**config.mk**
```make
export PLATFORM = sky130hd
export DESIGN_NAME = stack_line_transfer_engine
export DESIGN_NICKNAME = d
export VERILOG_FILES = /design/src/rtl/stack_xfer_pkg.sv /design/src/rtl/stack_line_deserializer.sv /design/src/rtl/stack_line_transfer_engine.sv
export SDC_FILE = /design/constraint.sdc
export NUM_CORES = 1
export LEC_CHECK = 0
export CAP_MARGIN = 20
export CELL_PAD_IN_SITES_DETAIL_PLACEMENT = 0
export CELL_PAD_IN_SITES_GLOBAL_PLACEMENT = 1
export CORE_MARGIN = 2
export CORE_UTILIZATION = 42
export CTS_CLUSTER_DIAMETER = 200
export DETAILED_ROUTE_END_ITERATION = 16
export HOLD_SLACK_MARGIN = 0.12
export PLACE_DENSITY_LB_ADDON = 0.1
export SLEW_MARGIN = 15
export SYNTH_ARGS = -nofsm -noshare
export SYNTH_HDL_FRONTEND = slang
export SYNTH_SLANG_ARGS = --single-unit
```
**constraint.sdc**
```tcl
create_clock -name clk -period 10.93 [get_ports clk]
set_clock_uncertainty 0.05 [all_clocks]
set_input_delay 1.6395 -clock clk [delete_from_list [all_inputs] [get_ports clk]]
set_output_delay 1.6395 -clock clk [all_outputs]
set_load 0.05 [all_outputs]
```
**src/rtl/stack_xfer_pkg.sv**
```systemverilog
// Shared types and helpers for the stack cache spill/fill engine.
// Holds the transfer state encoding, default geometry and the beat address offset helper.
package stack_xfer_pkg;

  localparam int CACHELINEBYTESIZE_DEF = 32;
  localparam int BUSBITWIDTH_DEF       = 32;
  localparam int ADDRBITWIDTH_DEF      = 32;
  localparam int BEATS                 = (CACHELINEBYTESIZE_DEF * 8) / BUSBITWIDTH_DEF;
  localparam int BEAT_IDX_W            = $clog2(BEATS);

  typedef enum logic [1:0] {
    IDLE,
    SPILL,
    FILL,
    DONE
  } xferState_t;

  // Byte offset of a beat from the line base address.
  function automatic int unsigned beatOffset(input int unsigned beatIdx,
                                             input int unsigned beatBytes);
    return beatIdx * beatBytes;
  endfunction

endpackage

```
**src/rtl/stack_line_deserializer.sv**
```systemverilog
// Fill-side receive path: counts returning read beats and assembles them into a full line.
// The assembled line is published on the same edge that accepts the last beat.
module stack_line_deserializer
  import stack_xfer_pkg::*;
#(
  parameter int LINEW = 256,
  parameter int BUSW  = 32
) (
  input  logic             clk,
  input  logic             async_rst,
  input  logic             clkEn,
  input  logic             active,
  input  logic             respValid,
  input  logic [BUSW-1:0]  respData,
  output logic             lineDone,
  output logic [LINEW-1:0] fillLine
);

  localparam int lineBeats = LINEW / BUSW;
  localparam int idxW      = $clog2(lineBeats);

  logic [idxW-1:0]  rxIdx;
  logic             rxDone;
  logic             take;
  logic [LINEW-1:0] assemblyLine;
  logic [LINEW-1:0] mergedLine;

  // Beats outside an active fill or past the last slot are dropped.
  assign take     = clkEn && active && respValid && !rxDone;
  assign lineDone = take && (rxIdx == idxW'(lineBeats - 1));

  always_comb begin
    // NOTE: assign the full default before the partial overwrite so no latch is inferred.
    mergedLine = assemblyLine;
    mergedLine[int'(rxIdx)*BUSW +: BUSW] = respData;
  end

  // NOTE: sequential state uses non-blocking assignments so every flop samples pre-edge values.
  always_ff @(posedge clk or posedge async_rst) begin
    if (async_rst) begin
      rxIdx    <= '0;
      rxDone   <= 1'b0;
      fillLine <= '0;
    end else if (clkEn) begin
      if (!active) begin
        rxIdx  <= '0;
        rxDone <= 1'b0;
      end else if (take) begin
        if (lineDone) begin
          rxDone   <= 1'b1;
          fillLine <= mergedLine;
        end else begin
          rxIdx <= rxIdx + 1'b1;
        end
      end
    end
  end

  // NOTE: the assembly register is datapath storage; every slot is rewritten before it is published, so it has no reset.
  always_ff @(posedge clk) begin
    if (take) assemblyLine <= mergedLine;
  end

endmodule

```
**src/rtl/stack_line_transfer_engine.sv**
```systemverilog
// Stack cache spill/fill engine: serialises dirty lines to memory and refills lines beat by beat.
// Optional address bound checking is enabled with STACK_LINE_XFER_BOUND_CHECK_EN.
module stack_line_transfer_engine
  import stack_xfer_pkg::*;
#(
  parameter int CACHELINEBYTESIZE = CACHELINEBYTESIZE_DEF,
  parameter int CACHELINEBITWIDTH = CACHELINEBYTESIZE * 8,
  parameter int BUSBITWIDTH       = BUSBITWIDTH_DEF,
  parameter int ADDRBITWIDTH      = ADDRBITWIDTH_DEF
) (
  input  logic                         clk,
  input  logic                         async_rst,
  input  logic                         clk_en,
  input  logic                         SpillREQ,
  input  logic [ADDRBITWIDTH-1:0]      SpillAddr,
  input  logic [CACHELINEBITWIDTH-1:0] SpillData,
  output logic                         SpillACK,
  input  logic                         FillREQ,
  input  logic [ADDRBITWIDTH-1:0]      FillAddr,
  output logic [CACHELINEBITWIDTH-1:0] FillData,
  output logic                         FillACK,
  output logic                         MemReqValid,
  input  logic                         MemReqReady,
  output logic                         MemReqWrite,
  output logic [ADDRBITWIDTH-1:0]      MemReqAddr,
  output logic [BUSBITWIDTH-1:0]       MemReqData,
  input  logic                         MemRespValid,
  input  logic [BUSBITWIDTH-1:0]       MemRespData,
`ifdef STACK_LINE_XFER_BOUND_CHECK_EN
  input  logic [ADDRBITWIDTH-1:0]      StackUpperBound,
  input  logic [ADDRBITWIDTH-1:0]      StackLowerBound,
  output logic                         XferFault,
`endif
  output logic                         Busy
);

  localparam int lineBeats = CACHELINEBITWIDTH / BUSBITWIDTH;
  localparam int idxW      = $clog2(lineBeats);

  xferState_t                 state, stateNext;
  logic                       isSpill;
  logic [ADDRBITWIDTH-1:0]    baseAddr;
  logic [CACHELINEBITWIDTH-1:0] spillLine;
  logic [idxW-1:0]            issueIdx;
  logic                       issueDone;
  logic                       issueLast;
  logic                       reqFire;
  logic                       accept;
  logic                       boundFault;
  logic                       rxLast;
  logic [ADDRBITWIDTH-1:0]    acceptAddr;
  logic [ADDRBITWIDTH-1:0]    alignedAddr;

  assign accept      = (state == IDLE) && (SpillREQ || FillREQ);
  assign acceptAddr  = SpillREQ ? SpillAddr : FillAddr;
  assign alignedAddr = acceptAddr & ~ADDRBITWIDTH'(CACHELINEBYTESIZE - 1);
  assign issueLast   = (issueIdx == idxW'(lineBeats - 1));
  assign reqFire     = clk_en && MemReqValid && MemReqReady;

`ifdef STACK_LINE_XFER_BOUND_CHECK_EN
  logic                    faultLatched;
  logic [ADDRBITWIDTH:0]   lineEnd;

  // Widened by one bit so a line near the top of the address space cannot wrap past the bound.
  assign lineEnd    = {1'b0, alignedAddr} + (ADDRBITWIDTH + 1)'(CACHELINEBYTESIZE - 1);
  assign boundFault = (alignedAddr < StackLowerBound) || (lineEnd > {1'b0, StackUpperBound});
  assign XferFault  = (state == DONE) && faultLatched;

  always_ff @(posedge clk or posedge async_rst) begin
    if (async_rst)             faultLatched <= 1'b0;
    else if (clk_en && accept) faultLatched <= boundFault;
  end
`else
  assign boundFault = 1'b0;
`endif

  always_comb begin
    stateNext = state;
    case (state)
      IDLE: begin
        if (clk_en && SpillREQ)     stateNext = boundFault ? DONE : SPILL;
        else if (clk_en && FillREQ) stateNext = boundFault ? DONE : FILL;
      end
      SPILL:   if (reqFire && issueLast) stateNext = DONE;
      FILL:    if (rxLast)               stateNext = DONE;
      DONE:    if (clk_en)               stateNext = IDLE;
      default: stateNext = IDLE;
    endcase
  end

  always_ff @(posedge clk or posedge async_rst) begin
    if (async_rst) begin
      state     <= IDLE;
      isSpill   <= 1'b0;
      baseAddr  <= '0;
      issueIdx  <= '0;
      issueDone <= 1'b0;
    end else if (clk_en) begin
      state <= stateNext;
      if (accept) begin
        isSpill   <= SpillREQ;
        baseAddr  <= alignedAddr;
        issueIdx  <= '0;
        issueDone <= 1'b0;
      end else if (MemReqValid && MemReqReady) begin
        if (issueLast) issueDone <= 1'b1;
        else           issueIdx  <= issueIdx + 1'b1;
      end
    end
  end

  always_ff @(posedge clk) begin
    if (clk_en && accept && SpillREQ) spillLine <= SpillData;
  end

  assign MemReqValid = (state == SPILL) || ((state == FILL) && !issueDone);
  assign MemReqWrite = (state == SPILL);
  assign MemReqAddr  = MemReqValid
                     ? baseAddr + ADDRBITWIDTH'(beatOffset(int'(issueIdx), BUSBITWIDTH / 8))
                     : '0;
  assign MemReqData  = (state == SPILL) ? spillLine[int'(issueIdx)*BUSBITWIDTH +: BUSBITWIDTH] : '0;

  assign SpillACK = (state == DONE) && isSpill;
  assign FillACK  = (state == DONE) && !isSpill;
  assign Busy     = (state != IDLE);

  stack_line_deserializer #(
    .LINEW (CACHELINEBITWIDTH),
    .BUSW  (BUSBITWIDTH)
  ) u_deser (
    .clk       (clk),
    .async_rst (async_rst),
    .clkEn     (clk_en),
    .active    (state == FILL),
    .respValid (MemRespValid),
    .respData  (MemRespData),
    .lineDone  (rxLast),
    .fillLine  (FillData)
  );

endmodule
```
Yosys cells after proc, flatten, opt, wreduce, memory -nomap -nowiden
Cells that the tools add are included.
{ "word_totals": {"reg_bits": 806, "latch_bits": 0, "mem_bits_rw": 0, "mem_bits_ro": 0, "mem_count": 0} }
{ "op_classes": {"n_addsub": 4, "n_mul": 0, "n_div": 0, "magnitude_cmp": 0, "n_eq_ne": 11, "shift": 3, "muxes": 21, "bitwise_logic": 0, "reduce_logical": 32} }
{ "op_table": {"columns": ["op", "count"], "rows": [
  ["bitwise mux 256 bit", 1],
  ["variable shift 32 x 33 -> 256 bit (first input constant)", 1],
  ["indexed part select 256 x 9 -> 32 bit", 1],
  ["indexed part select 32 x 33 -> 256 bit", 1],
  ["2-to-1 mux 32 bit", 3],
  ["negator 8 -> 33 bit", 1],
  ["adder 32 x 5 -> 32 bit", 1],
  ["2-to-1 mux 3 bit", 6],
  ["logical AND 1 bit", 16],
  ["AND reduction 3 bit", 4],
  ["2-to-1 mux 2 bit", 4],
  ["case mux 2 bit (4 select lines)", 1],
  ["AND reduction 4 bit", 2],
  ["adder 3 x 1 -> 3 bit (second input constant)", 2],
  ["== test 3 bit (second input constant)", 2],
  ["2-to-1 mux 1 bit", 6],
  ["inequality test 2 bit (second input constant)", 3],
  ["nonzero test 2 bit", 3],
  ["== test 2 bit (second input constant)", 2],
  ["inequality test 2 x 1 -> 1 bit (second input constant)", 2],
  ["zero test 1 bit", 3],
  ["inequality test 3 x 1 -> 1 bit (second input constant)", 1],
  ["== test 2 x 1 -> 1 bit (second input constant)", 1],
  ["zero test 2 bit", 1],
  ["other kinds (2)", 3]
]} }

Logic depth before layout (Yosys ltp)
{ "depth": {"depth_word": 8, "ltp_mapped": 12} }

Modules after synthesis
Synthesis repeated with hierarchy kept, for this count alone.
{ "hier_totals": {"hier_cells": 2548, "area_unflattened_um2": 33838.7} }
{ "modules_own_cells": {"columns": ["mod", "instances", "cells_each", "area_each_um2", "seq_area_each_um2"], "rows": [
  ["stack_line_deserializer", 1, 1865, 21825.9, 14193.6],
  ["stack_line_transfer_engine", 1, 683, 12012.8, 8538.2]
]} }

Least setup slack after synthesis
OpenSTA, ideal clock, no wires.
{ "synth_timing": {"kind": "input to register", "startpoint": "in clk_en", "endpoint": "reg state[0]", "setup_time_ns": 0.125, "t_arrival_ns": 9.281, "required_time_ns": 10.755, "setup_slack_ns": 1.474, "stages": 5, "n_path_buf": 1, "cell_sequence": "buf_2 -> and4b_1 -> nand2_1 -> a221oi_1 -> mux2_2"} }
{ "synth_via": {"elab_chain_len": 6, "word_cells_on_any_way": 15} }
{ "synth_lines": {"columns": ["item", "line_no", "rtl"], "rows": [
  ["from (decl)", "stack_line_transfer_engine.sv:13", "input logic clk_en,"],
  ["logical AND 1 bit (3 in a row)", "stack_line_deserializer.sv:29", "assign take = clkEn && active && respValid && !rxDone;"],
  ["via u_deser.take", "stack_line_deserializer.sv:24", "logic take;"],
  ["logical AND 1 bit", "stack_line_deserializer.sv:30", "assign lineDone = take && (rxIdx == idxW'(lineBeats - 1));"],
  ["inequality test 2 bit (no source line)", null, null],
  ["AND reduction 4 bit (no source line)", null, null],
  ["to (signal assigned)", "stack_line_transfer_engine.sv:99", "state <= stateNext;"],
  ["to (decl)", "stack_line_transfer_engine.sv:40", "xferState_t state, stateNext;"]
]} }
The timed path passes the listed nets, and every way through them passes these cells.
A chain may end at the register's enable or synchronous reset.

Final worst setup path
{ "layout_timing": {"startpoint": "reg issueIdx[0]", "endpoint": "out MemReqData[2]"} }
{ "layout_via": {"elab_chain_len": 2} }
{ "layout_lines": {"columns": ["item", "line_no", "rtl"], "rows": [
  ["from (decl)", "stack_line_transfer_engine.sv:44", "logic [idxW-1:0] issueIdx;"],
  ["from (signal assigned)", "stack_line_transfer_engine.sv:107", "else issueIdx <= issueIdx + 1'b1;"],
  ["indexed part select 256 x 9 -> 32 bit", "stack_line_transfer_engine.sv:121", "assign MemReqData = (state == SPILL) ? spillLine[int'(issueIdx)*BUSBITWIDTH +: BUSBITWIDTH] : '0;"],
  ["2-to-1 mux 32 bit", "stack_line_transfer_engine.sv:121", null],
  ["to (decl)", "stack_line_transfer_engine.sv:26", "output logic [BUSBITWIDTH-1:0] MemReqData,"]
]} }
No other way between the ends.

==> flow_summary.ini <==
[status]
status = finished, final reports clean

[route]
drt-total-wl_um = 95100
routed_via_density = 5.16
vias = 20400
drtIter0Drc = 1237
antenna_left = 0
firstDrtPassIters = 5
drc = 0
wl_per_cell_um = 24.1

[cells_and_area]
area_growth_pct = 32.2
final_nets = 3189
layout-drive-gt1-share_pct = 18.6
fillers = 6473
regArea_um2 = 22700
multiInputGateArea_um2 = 9810
layout.cells.non_filler = 3948

[min_path]
hold_path_class = reg2reg

[pwr]
p_sw_share_pct = 30.1
pwr-share-clk_pct = 33.7
p_comb_share_pct = 25.0
max-vdd-ir-drop_v = 0.000174
p_per_area_nw_per_um2 = 205
internal_power_mw = 6.27
power_leakage_nw = 17.0
p_sw_mw = 2.70
pwr-share-seq_pct = 41.3

[timing]
hold_viol = 0
finalSetupViolations = 0
post-route-min-period_ns = 5.59
slew_headroom_pct = 16.4
drv_slew = 0
worstMarginPinSlew_ns = 1.25
clock.fmax_ghz = 0.179
setup_tns_ns = 0
rsz0062_at_grt = false
post-route-period-util_pct = 51.2

[critical_path]
critPathMaxFanout = 38
worstSetupEndpointType = output pin
cp-start-kind = flip-flop
arrival_ns = 3.90
cp.required_ns = 9.24
path_class = reg2out

[floorplanning]
die_h_um = 285
fp.dieW_um = 285
core_um2 = 78600
rows = 103
ios = 684
start_util_pct = 42.2
fp.dieArea_um2 = 81200

[clock_tree]
cts_resized = 0
cts_root_buffer = clkbuf_16
cts-htree-levels = 3
cts_buffer_depth = 3
tritoncts = built
post_cts_buffers = 0
cts.clk_slew.worst_paths_ns = 0.06
cts_made_buffers = 89
cts_hold_buf = 0
cts_num_sinks = 806
clock_latency_ns = 0.64

[global_routing]
grt_pass1_wl_um = 141000
antenna_found_initial = 14
grt_usage_pct = 23.2
grt-ovfl-total = 0
grt_pass1_vias = 21400
grt_max_degree = 192

[synthesis]
synth_cell_types = 42
async_flop_share_pct = 36.5
synth_top_cell_by_area = edfxtp_1
netlist.area_leader.share_pct = 46.4
synth_area_leaders = edfxtp_1, dfrtp_1, mux2_2, mux4_2, mux2_4
synth_ff_type = edfxtp_1
yosysWarnings = 0
synth_area_um2 = 33200
syn_avg_cell_area_um2 = 15.3
yosysSeqAreaShare_pct = 68.5
synth-edff-count = 512
synth_seq_cells = 806
syn_inst = 2167

[placed_design]
dpl.hpwl_um = 63900
place_inst = 3777
gp_congestion = 0.816
port_buffers = 671

[job]
max_cap_violations = 0
## registers in the layout, indices dropped and copies added, names as in the netlist, 2 cells and up
register / count
baseAddr: 27
spillLine: 256
u_deser.rxIdx: 3
u_deser.assemblyLine: 256
u_deser.fillLine: 256
issueIdx: 3
state: 2
## area by class of cell
cell class	count	area share (%)
repair buffers	694	15.9
clock inverters	38	1.05
multi-input cells	1218	22.4
diodes	6	0.0342
inverters	9	0.0942
clock buffers	127	5.73
well taps	1050	3.00
flip-flops and latches	806	51.9
## cells in the mapped netlist (2+ instances only)
cell and instances:
nand3_1 3, a31oi_1 72, nor4b_2 2, edfxtp_1 512, mux2_2 203, mux2_4 90, mux4_2 64, nand3_2 2
buf_1 3, nand2_1 359, o21a_1 2, mux2i_1 61, buf_6 11, buf_4 10, nand2b_1 2, nor2_1 108
nor2b_1 36, clkbuf_1 72, nand4_1 64, dfrtp_1 294, and2_1 69, mux2_1 20, o21ai_0 32, ha_1 12
buf_2 39, a32o_1 2, inv_1 8
## metal layers
layer / global-route usage [%] / vias up / routed length, µm
li1: - / 9272 / -
met1: 29.2 / 10400 / 38700
met2: 39.8 / 553 / 48100
met3: 6.37 / 129 / 6340
met4: 5.45 / 12 / 1840
met5: 0 / - / 82
## critical path, cell delays in order, from the launching register on
cell,delay [ns]
dfrtp_4,0.91
buf_4,0.67
mux4_2,0.60
mux2i_1,0.15
nor2_1,0.05
clkdlybuf4s50_1,0.83
## kinds of logic after synthesis
family | count (synthesis) | synth area share, %
DFF | 806 | 68.5
and+or+nand+nor | 651 | 8.90
muxes | 438 | 17.8
buffers and inverters | 144 | 2.14
AOI/OAI and AO/OA | 115 | 2.12
adders and majority gates | 12 | 0.453
other | 1 | 0.0113
## layout by cell type, fill, tap and decap left out, types with 13 or more instances in the layout
cell type / count
clkdlybuf4s50_1: 670
mux4_2: 64
dfrtp_1: 290
nor2_1: 107
mux2i_1: 61
mux2_1: 20
clkbuf_16: 89
edfxtp_1: 512
nor2b_1: 35
buf_4: 18
clkbuf_8: 14
nand2_1: 358
a31oi_1: 72
o21ai_0: 32
mux2_4: 90
mux2_2: 203
clkbuf_1: 24
clkinv_2: 13
nand4_1: 64
and2_1: 68
## stage by stage
step	area [µm²]	hold slack, ns	utilization (%)	power [mW]	setup WS (ns)
finish	43800	0.419	55.8	8.97	5.34
global route	43800	0.451	55.8	9.34	5.05
CTS	43800	0.426	55.7	9.08	5.18
detailed placement	40900	0.412	52.0	6.03	5.73
global placement	40800	0.406	51.9	6.00	5.74
floorplan	33200	0.392	-	5.33	1.12
## worst paths after layout
check / startpoint / end / slack [ns] / depth (start not counted)
worst max-delay path: issueIdx[0]$_DFFE_PP0P_ / MemReqData[2] / 5.34 / 5
worst min-delay path: baseAddr[11]$_DFFE_PP0P_ / baseAddr[11]$_DFFE_PP0P_ / 0.42 / 2
worst max register to register: u_deser.rxIdx[1]$_DFFE_PP0P_ / u_deser.fillLine[95]$_DFFE_PP0P_ / 7.26 / 8
worst min register to register: baseAddr[11]$_DFFE_PP0P_ / baseAddr[11]$_DFFE_PP0P_ / 0.42 / 2
max in group asynchronous: async_rst / u_deser.rxIdx[0]$_DFFE_PP0P_ / 7.97 / 3
min in group asynchronous: async_rst / u_deser.fillLine[152]$_DFFE_PP0P_ / 1.48 / 2
## power by group through the flow
stage | clock network (mW) | logic (mW) | registers, mW
after floorplan | 0 | 1.56 | 3.77
after global placement | 0 | 2.24 | 3.75
after detailed placement | 0 | 2.26 | 3.77
after CTS | 3.10 | 2.28 | 3.71
after global routing | 3.21 | 2.40 | 3.73
final | 3.02 | 2.24 | 3.70
No activity file was read; power rests on OpenSTA's default activity.
